[src/rtl/aes_defs.sv]
// Shared definitions for the block-chaining sequencer: widths, chaining modes, FSM states.
package aes_defs;

  localparam int BLK_S   = 128;
  localparam int IV_BITS = 128;

  typedef enum logic [1:0] {
    MODE_ECB  = 2'b00,
    MODE_CBC  = 2'b01,
    MODE_PCBC = 2'b10,
    MODE_ILL  = 2'b11
  } mode_e;

  typedef enum logic [1:0] {
    ST_IDLE   = 2'b00,
    ST_ISSUE  = 2'b01,
    ST_WAIT   = 2'b10,
    ST_OUTPUT = 2'b11
  } state_e;

  // A request is usable only with a legal mode and exactly one direction asserted.
  function automatic logic req_legal(input logic [1:0] m, input logic enc, input logic dec);
    return (m != MODE_ILL) && (enc != dec);
  endfunction

endpackage

[src/rtl/chain_xor_unit.sv]
// Combinational pre-XOR, post-XOR and chaining-register update for ECB/CBC/PCBC.
module chain_xor_unit
  import aes_defs::*;
#(
  parameter int W = 128
) (
  input  logic [1:0]   i_mode,
  input  logic         i_enc,
  input  logic [W-1:0] i_blk,
  input  logic [W-1:0] i_aes,
  input  logic [W-1:0] i_chain,
  output logic [W-1:0] o_aes_in,
  output logic [W-1:0] o_out,
  output logic [W-1:0] o_chain_next
);

  logic w_chained;

  assign w_chained = (i_mode == MODE_CBC) || (i_mode == MODE_PCBC);
  assign o_aes_in  = (w_chained && i_enc)  ? (i_blk ^ i_chain) : i_blk;
  assign o_out     = (w_chained && !i_enc) ? (i_aes ^ i_chain) : i_aes;

  // PCBC decrypt chains on the plaintext just produced, hence the use of o_out.
  always_comb begin
    o_chain_next = i_chain;
    case (i_mode)
      MODE_CBC:  o_chain_next = i_enc ? i_aes : i_blk;
      MODE_PCBC: o_chain_next = i_enc ? (i_blk ^ i_aes) : (i_blk ^ o_out);
      default:   o_chain_next = i_chain;
    endcase
  end

endmodule

[src/rtl/blk_chain_seq.sv]
// Block-chaining sequencer: owns the IV/chaining register and walks one block at a time
// through the AES core with a start/done handshake, then a valid/ready result stream.
module blk_chain_seq #(
  parameter int BLK_S   = aes_defs::BLK_S,
  parameter int IV_BITS = aes_defs::IV_BITS
) (
  input  logic               clk,
  input  logic               reset,
  input  logic [1:0]         mode,
  input  logic               encryption,
  input  logic               decryption,
  input  logic               iv_load,
  input  logic [IV_BITS-1:0] iv_in,
  input  logic               in_valid,
  output logic               in_ready,
  input  logic [BLK_S-1:0]   in_blk,
  input  logic               in_last,
  output logic               aes_start,
  output logic [BLK_S-1:0]   aes_in_blk,
  input  logic               aes_done,
  input  logic [BLK_S-1:0]   aes_out_blk,
  output logic               out_valid,
  input  logic               out_ready,
  output logic [BLK_S-1:0]   out_blk,
  output logic               out_last,
  output logic               err
);

  import aes_defs::*;

  state_e               r_state;
  state_e               w_state_next;
  logic [IV_BITS-1:0]   r_chain;
  logic                 r_iv_valid;
  logic                 r_err;
  logic [BLK_S-1:0]     r_blk;
  logic                 r_last;
  logic [1:0]           r_mode;
  logic                 r_enc;
  logic [BLK_S-1:0]     r_out_blk;
  logic                 r_out_last;

  logic                 w_in_ready;
  logic                 w_accept;
  logic                 w_legal;
  logic                 w_iv_take;
  logic                 w_done_take;
  logic                 w_out_hs;
  logic [BLK_S-1:0]     w_aes_in;
  logic [BLK_S-1:0]     w_out;
  logic [IV_BITS-1:0]   w_chain_next;

  // Gated by reset so every output reads 0 while reset is held, even in ECB with IDLE.
  assign w_in_ready  = (r_state == ST_IDLE) && !iv_load && (r_iv_valid || (mode == MODE_ECB))
                       && !r_err && reset;
  assign w_accept    = in_valid && w_in_ready;
  assign w_legal     = req_legal(mode, encryption, decryption);
  assign w_iv_take   = (r_state == ST_IDLE) && iv_load;
  assign w_done_take = (r_state == ST_WAIT) && aes_done;
  assign w_out_hs    = (r_state == ST_OUTPUT) && out_ready;

  chain_xor_unit #(
    .W (BLK_S)
  ) u_xor (
    .i_mode       (r_mode),
    .i_enc        (r_enc),
    .i_blk        (r_blk),
    .i_aes        (aes_out_blk),
    .i_chain      (r_chain),
    .o_aes_in     (w_aes_in),
    .o_out        (w_out),
    .o_chain_next (w_chain_next)
  );

  always_ff @(posedge clk or negedge reset) begin
    if (!reset) begin
      r_state <= ST_IDLE;
    end else begin
      r_state <= w_state_next;
    end
  end

  // aes_done only counts in WAIT, which begins the cycle after the aes_start pulse.
  always_comb begin
    w_state_next = r_state;
    aes_start    = 1'b0;
    out_valid    = 1'b0;
    case (r_state)
      ST_IDLE: begin
        if (w_accept && w_legal) begin
          w_state_next = ST_ISSUE;
        end
      end
      ST_ISSUE: begin
        aes_start    = 1'b1;
        w_state_next = ST_WAIT;
      end
      ST_WAIT: begin
        if (aes_done) begin
          w_state_next = ST_OUTPUT;
        end
      end
      ST_OUTPUT: begin
        out_valid = 1'b1;
        if (out_ready) begin
          w_state_next = ST_IDLE;
        end
      end
      default: w_state_next = ST_IDLE;
    endcase
  end

  // Latched request: mode and direction are frozen here until the next accept.
  always_ff @(posedge clk or negedge reset) begin
    if (!reset) begin
      r_blk  <= '0;
      r_last <= 1'b0;
      r_mode <= MODE_ECB;
      r_enc  <= 1'b0;
    end else if (w_accept && w_legal) begin
      r_blk  <= in_blk;
      r_last <= in_last;
      r_mode <= mode;
      r_enc  <= encryption;
    end
  end

  always_ff @(posedge clk or negedge reset) begin
    if (!reset) begin
      r_chain    <= '0;
      r_iv_valid <= 1'b0;
    end else begin
      if (w_iv_take) begin
        r_chain    <= iv_in;
        r_iv_valid <= 1'b1;
      end else if (w_done_take) begin
        r_chain <= w_chain_next;
      end
      if (w_out_hs && r_out_last) begin
        r_iv_valid <= 1'b0;
      end
    end
  end

  // iv_load has priority: it is the only way to leave the error state short of reset.
  always_ff @(posedge clk or negedge reset) begin
    if (!reset) begin
      r_err <= 1'b0;
    end else if (w_iv_take) begin
      r_err <= 1'b0;
    end else if (w_accept && !w_legal) begin
      r_err <= 1'b1;
    end
  end

  always_ff @(posedge clk or negedge reset) begin
    if (!reset) begin
      r_out_blk  <= '0;
      r_out_last <= 1'b0;
    end else if (w_done_take) begin
      r_out_blk  <= w_out;
      r_out_last <= r_last;
    end
  end

  assign in_ready   = w_in_ready;
  assign aes_in_blk = w_aes_in;
  assign out_blk    = r_out_blk;
  assign out_last   = r_out_last;
  assign err        = r_err;

endmodule
[config.mk]
export PLATFORM = sky130hd
export DESIGN_NAME = blk_chain_seq
export DESIGN_NICKNAME = d
export VERILOG_FILES = /design/src/rtl/aes_defs.sv /design/src/rtl/chain_xor_unit.sv /design/src/rtl/blk_chain_seq.sv
export SDC_FILE = /design/constraint.sdc
export NUM_CORES = 1
export LEC_CHECK = 0
export BUFFER_PORTS_ARGS = -buffer_cell sky130_fd_sc_hd__clkbuf_2
export CAP_MARGIN = 20
export CORE_ASPECT_RATIO = 1.1
export CORE_MARGIN = 10
export CORE_UTILIZATION = 35
export DETAILED_ROUTE_END_ITERATION = 7
export HOLD_SLACK_MARGIN = 0.15
export SLEW_MARGIN = 30
export SYNTH_ARGS = -nofsm -noshare
export SYNTH_HDL_FRONTEND = slang
export SYNTH_SLANG_ARGS = --single-unit
export TNS_END_PERCENT = 30
[constraint.sdc]
create_clock -name clk -period 2.95 [get_ports clk]
set_input_delay 0.295 -clock clk [delete_from_list [all_inputs] [get_ports clk]]
set_output_delay 0.295 -clock clk [all_outputs]
set_load 0.01 [all_outputs]
==> out/metrics.yaml <==
peakVddDrop_v: 0.00111
cts_root_buffer: "clkbuf_16"
hold_viol: 0
internal_power_mw: 20.8
grt_pass1_wl_um: 165000
drc_errors: 0
die_w_um: 279
fin_skew_ps: 17.9
wire_per_inst_um: 22.2
status: "finished, final reports clean"
drv_cap: 0
fin_util_pct: 51.2
pwr_density_cell_mw_per_mm2: 1000
fmax_mhz: 345
synth-main-ff-cell: "dfrtp_1"
rows: 104
grt_start_max_net_pins: 205
p_leak_nw: 15.7
grt_pass1_vias: 27800
setup_viol: 0
max_slew_margin_pct: 28.7
seq_area_mm2: 0.00984
fillers: 6651
port_buffers: 655
syn_area_mm2: 0.0259
die_y_um: 305
io_pins: 656
instances_no_fill: 4915
drt_wl_total_um: 109000
placedCellCount: 4282
combPwrFrac_pct: 53.1
placed_cell_area_mm2: 0.0301
cts_buffers: 50
path_class: "flop to primary output"
die_area_mm2: 0.0852
post-place-ws_ps: 492
clock_path_buffers: 3
clk_pin_slew_ps: 60
floorplan.initialDensity_pct: 35.3
fin_area_mm2: 0.0375
gp_congestion: 0.848
critPathMaxFanout: 27
rsz0062_at_grt: "true"
final_nets: 4316
synth-edff-count: 0
holdCritPathClass: "input pin to flop"
crit_arrival_ps: 2600
p_sw_share_pct: 44.7
ant_nets: 0
multi_input_area_mm2: 0.0153
worst_ep_required_time_ps: 2650
syn_avg_cell_area_um2: 9.06
power_frac_clock_pct: 17.5
period_share_pct: 98.3
antenna_found_initial: 7
via_per_inst: 5.70
h-tree-depth: 2
synth_cells: 2855
syn_nets: 3257
syn2layout_area_growth_pct: 45.0
min_period_ps: 2900
cts.sinks: 393
drt_iter0_markers: 2547
worstPathCellList: "ha_4 -> and2b_4 -> buf_16 -> nand2_1 -> xnor2_2 -> clkbuf_2"
clock_latency_ps: 580
ys_ff_latch: 393
yosysWarnings: 0
yosysSeqAreaShare_pct: 38.0
worstSetupStartpointType: "flop"
async_flop_share_pct: 100
layout_setup_ws_ps: 51.1
synthDistinctLibCells: 45
coreArea_mm2: 0.0733
gr-total-overflow: 0
slowest_stage: "dfrtp_2"
gr-usage-all-layers_pct: 24.0
hpwl_um: 67700
crit_family: "simple AND/OR/NAND/NOR gates"
vias: 28000
dr.pass1.iters: 6
power_mw: 37.6
cp-end-kind: "primary output"
max_stage_delay_ps: 430
cts_tree: "built"
maxSlewViolCount: 0
power.share.sequential_pct: 29.4
crit_buf_inv: 2
switchingPower_mw: 16.8
worst_slew_pin_slew_ps: 1070
drive_above_1_share_pct: 23.0
==> final cells by class <==
class | count | area share (%)
sequential | 393 | 26.2
tap | 954 | 3.18
antenna | 8 | 0.0534
timing repair buffer | 1235 | 25.2
inverter | 6 | 0.0601
clock buffer | 71 | 4.01
multi-input combinational | 2228 | 40.7
clock inverter | 20 | 0.624
==> logic make-up after synthesis <==
kind of cell             count (synthesis)  share of synthesized area, %
XOR/XNOR                               257                          8.70
AND/OR/NAND/NOR                        922                          20.6
flip-flops                             393                          38.0
multiplexers                           133                          5.79
buffers and inverters                  234                          3.86
adder cells (fa/ha/maj)                  8                         0.382
AO/OA/AOI/OAI                          908                          22.6
==> worst min-delay path, stage by stage <==
cell and delay [ps]:
clkbuf_2 210, a22oi_1 120, o21ai_0 70
==> power groups by stage <==
stage               registers (mW)  clock network (mW)  logic (mW)
global route                  11.4                6.94        21.7
CTS                           10.9                6.71        19.4
finish                        11.0                6.59        20.0
detailed placement            10.9                   0        17.4
global placement              10.9                   0        17.2
floorplan                     10.4                   0        11.1
==> path summary, 6_finish.rpt <==
path / start / endpoint / slack (ps) / cells after the start
worst max-delay path: r_mode[1]$_DFFE_PN0P_ / aes_in_blk[111] / 50 / 6
worst min-delay path: iv_in[84] / r_chain[84]$_DFFE_PN0P_ / 180 / 3
worst max register to register: r_mode[0]$_DFFE_PN0P_ / r_chain[72]$_DFFE_PN0P_ / 120 / 8
worst min register to register: out_blk[118]$_DFFE_PN0P_ / out_blk[118]$_DFFE_PN0P_ / 520 / 2
max in group asynchronous: reset / r_chain[13]$_DFFE_PN0P_ / 1220 / 5
min in group asynchronous: reset / r_chain[84]$_DFFE_PN0P_ / 410 / 3
==> cell usage in the layout, fill, tap and decap left out, types with 80 or more instances in the layout <==
| cell | instances |
|---|---|
| o21ai_0 | 255 |
| clkbuf_2 | 638 |
| nor2_1 | 260 |
| a211oi_1 | 128 |
| dfrtp_1 | 391 |
| xnor2_1 | 107 |
| nand3_1 | 129 |
| nor4bb_1 | 234 |
| o22ai_1 | 129 |
| xor2_1 | 127 |
| nand2_1 | 261 |
| a22oi_1 | 127 |
| a211o_1 | 127 |
| a21oi_1 | 130 |
| mux2_1 | 80 |
| dlygate4sd3_1 | 518 |
==> what timing repair did <==
action	4_1_cts	5_1_grt
endpoints found under the setup margin	10	127
pin swaps	0	3
hold buffers	518	0
hold endpoints to repair	577	0
resized for setup	13	32
buffers inserted	0	11
cloned	0	4
==> state kept, by name (all words and copies together) (netlist names) <==
signal      cells
err             1
out_blk       128
out_last        1
r_blk         128
r_chain       128
r_enc           1
r_iv_valid      1
r_last          1
r_mode          2
r_state         2
==> synth_stat cells (all sizes together), types with 128 or more instances <==
cell | n | area, um2
nand3 | 129 | 646
o21ai | 255 | 1280
nand2 | 261 | 980
nor4bb | 234 | 2340
nor2 | 261 | 980
mux2 | 133 | 1500
a211oi | 128 | 961
o22ai | 129 | 807
xnor2 | 130 | 1140
a21oi | 130 | 651
dfrtp | 393 | 9830
clkbuf | 161 | 604
==> metal layers <==
metal	vias to the layer above	wire (um)	global-route usage, %	part of all wire (%)
li1	12900	-	-	-
met1	13700	43600	29.1	40
met2	1267	53600	41.0	49
met3	226	8210	5.00	7.5
met4	0	3620	9.32	3.3
met5	-	0	0	0
==> metrics by stage <==
stage | hold slack (ps) | TNS, ps
2_1_floorplan | -0.591 | 0
3_3_place_gp | 461 | 0
3_5_place_dp | 481 | 0
4_1_cts | 153 | -82.4
5_1_grt | 201 | -297
6_report | 176 | 0
(Power assumes the default switching activity.)
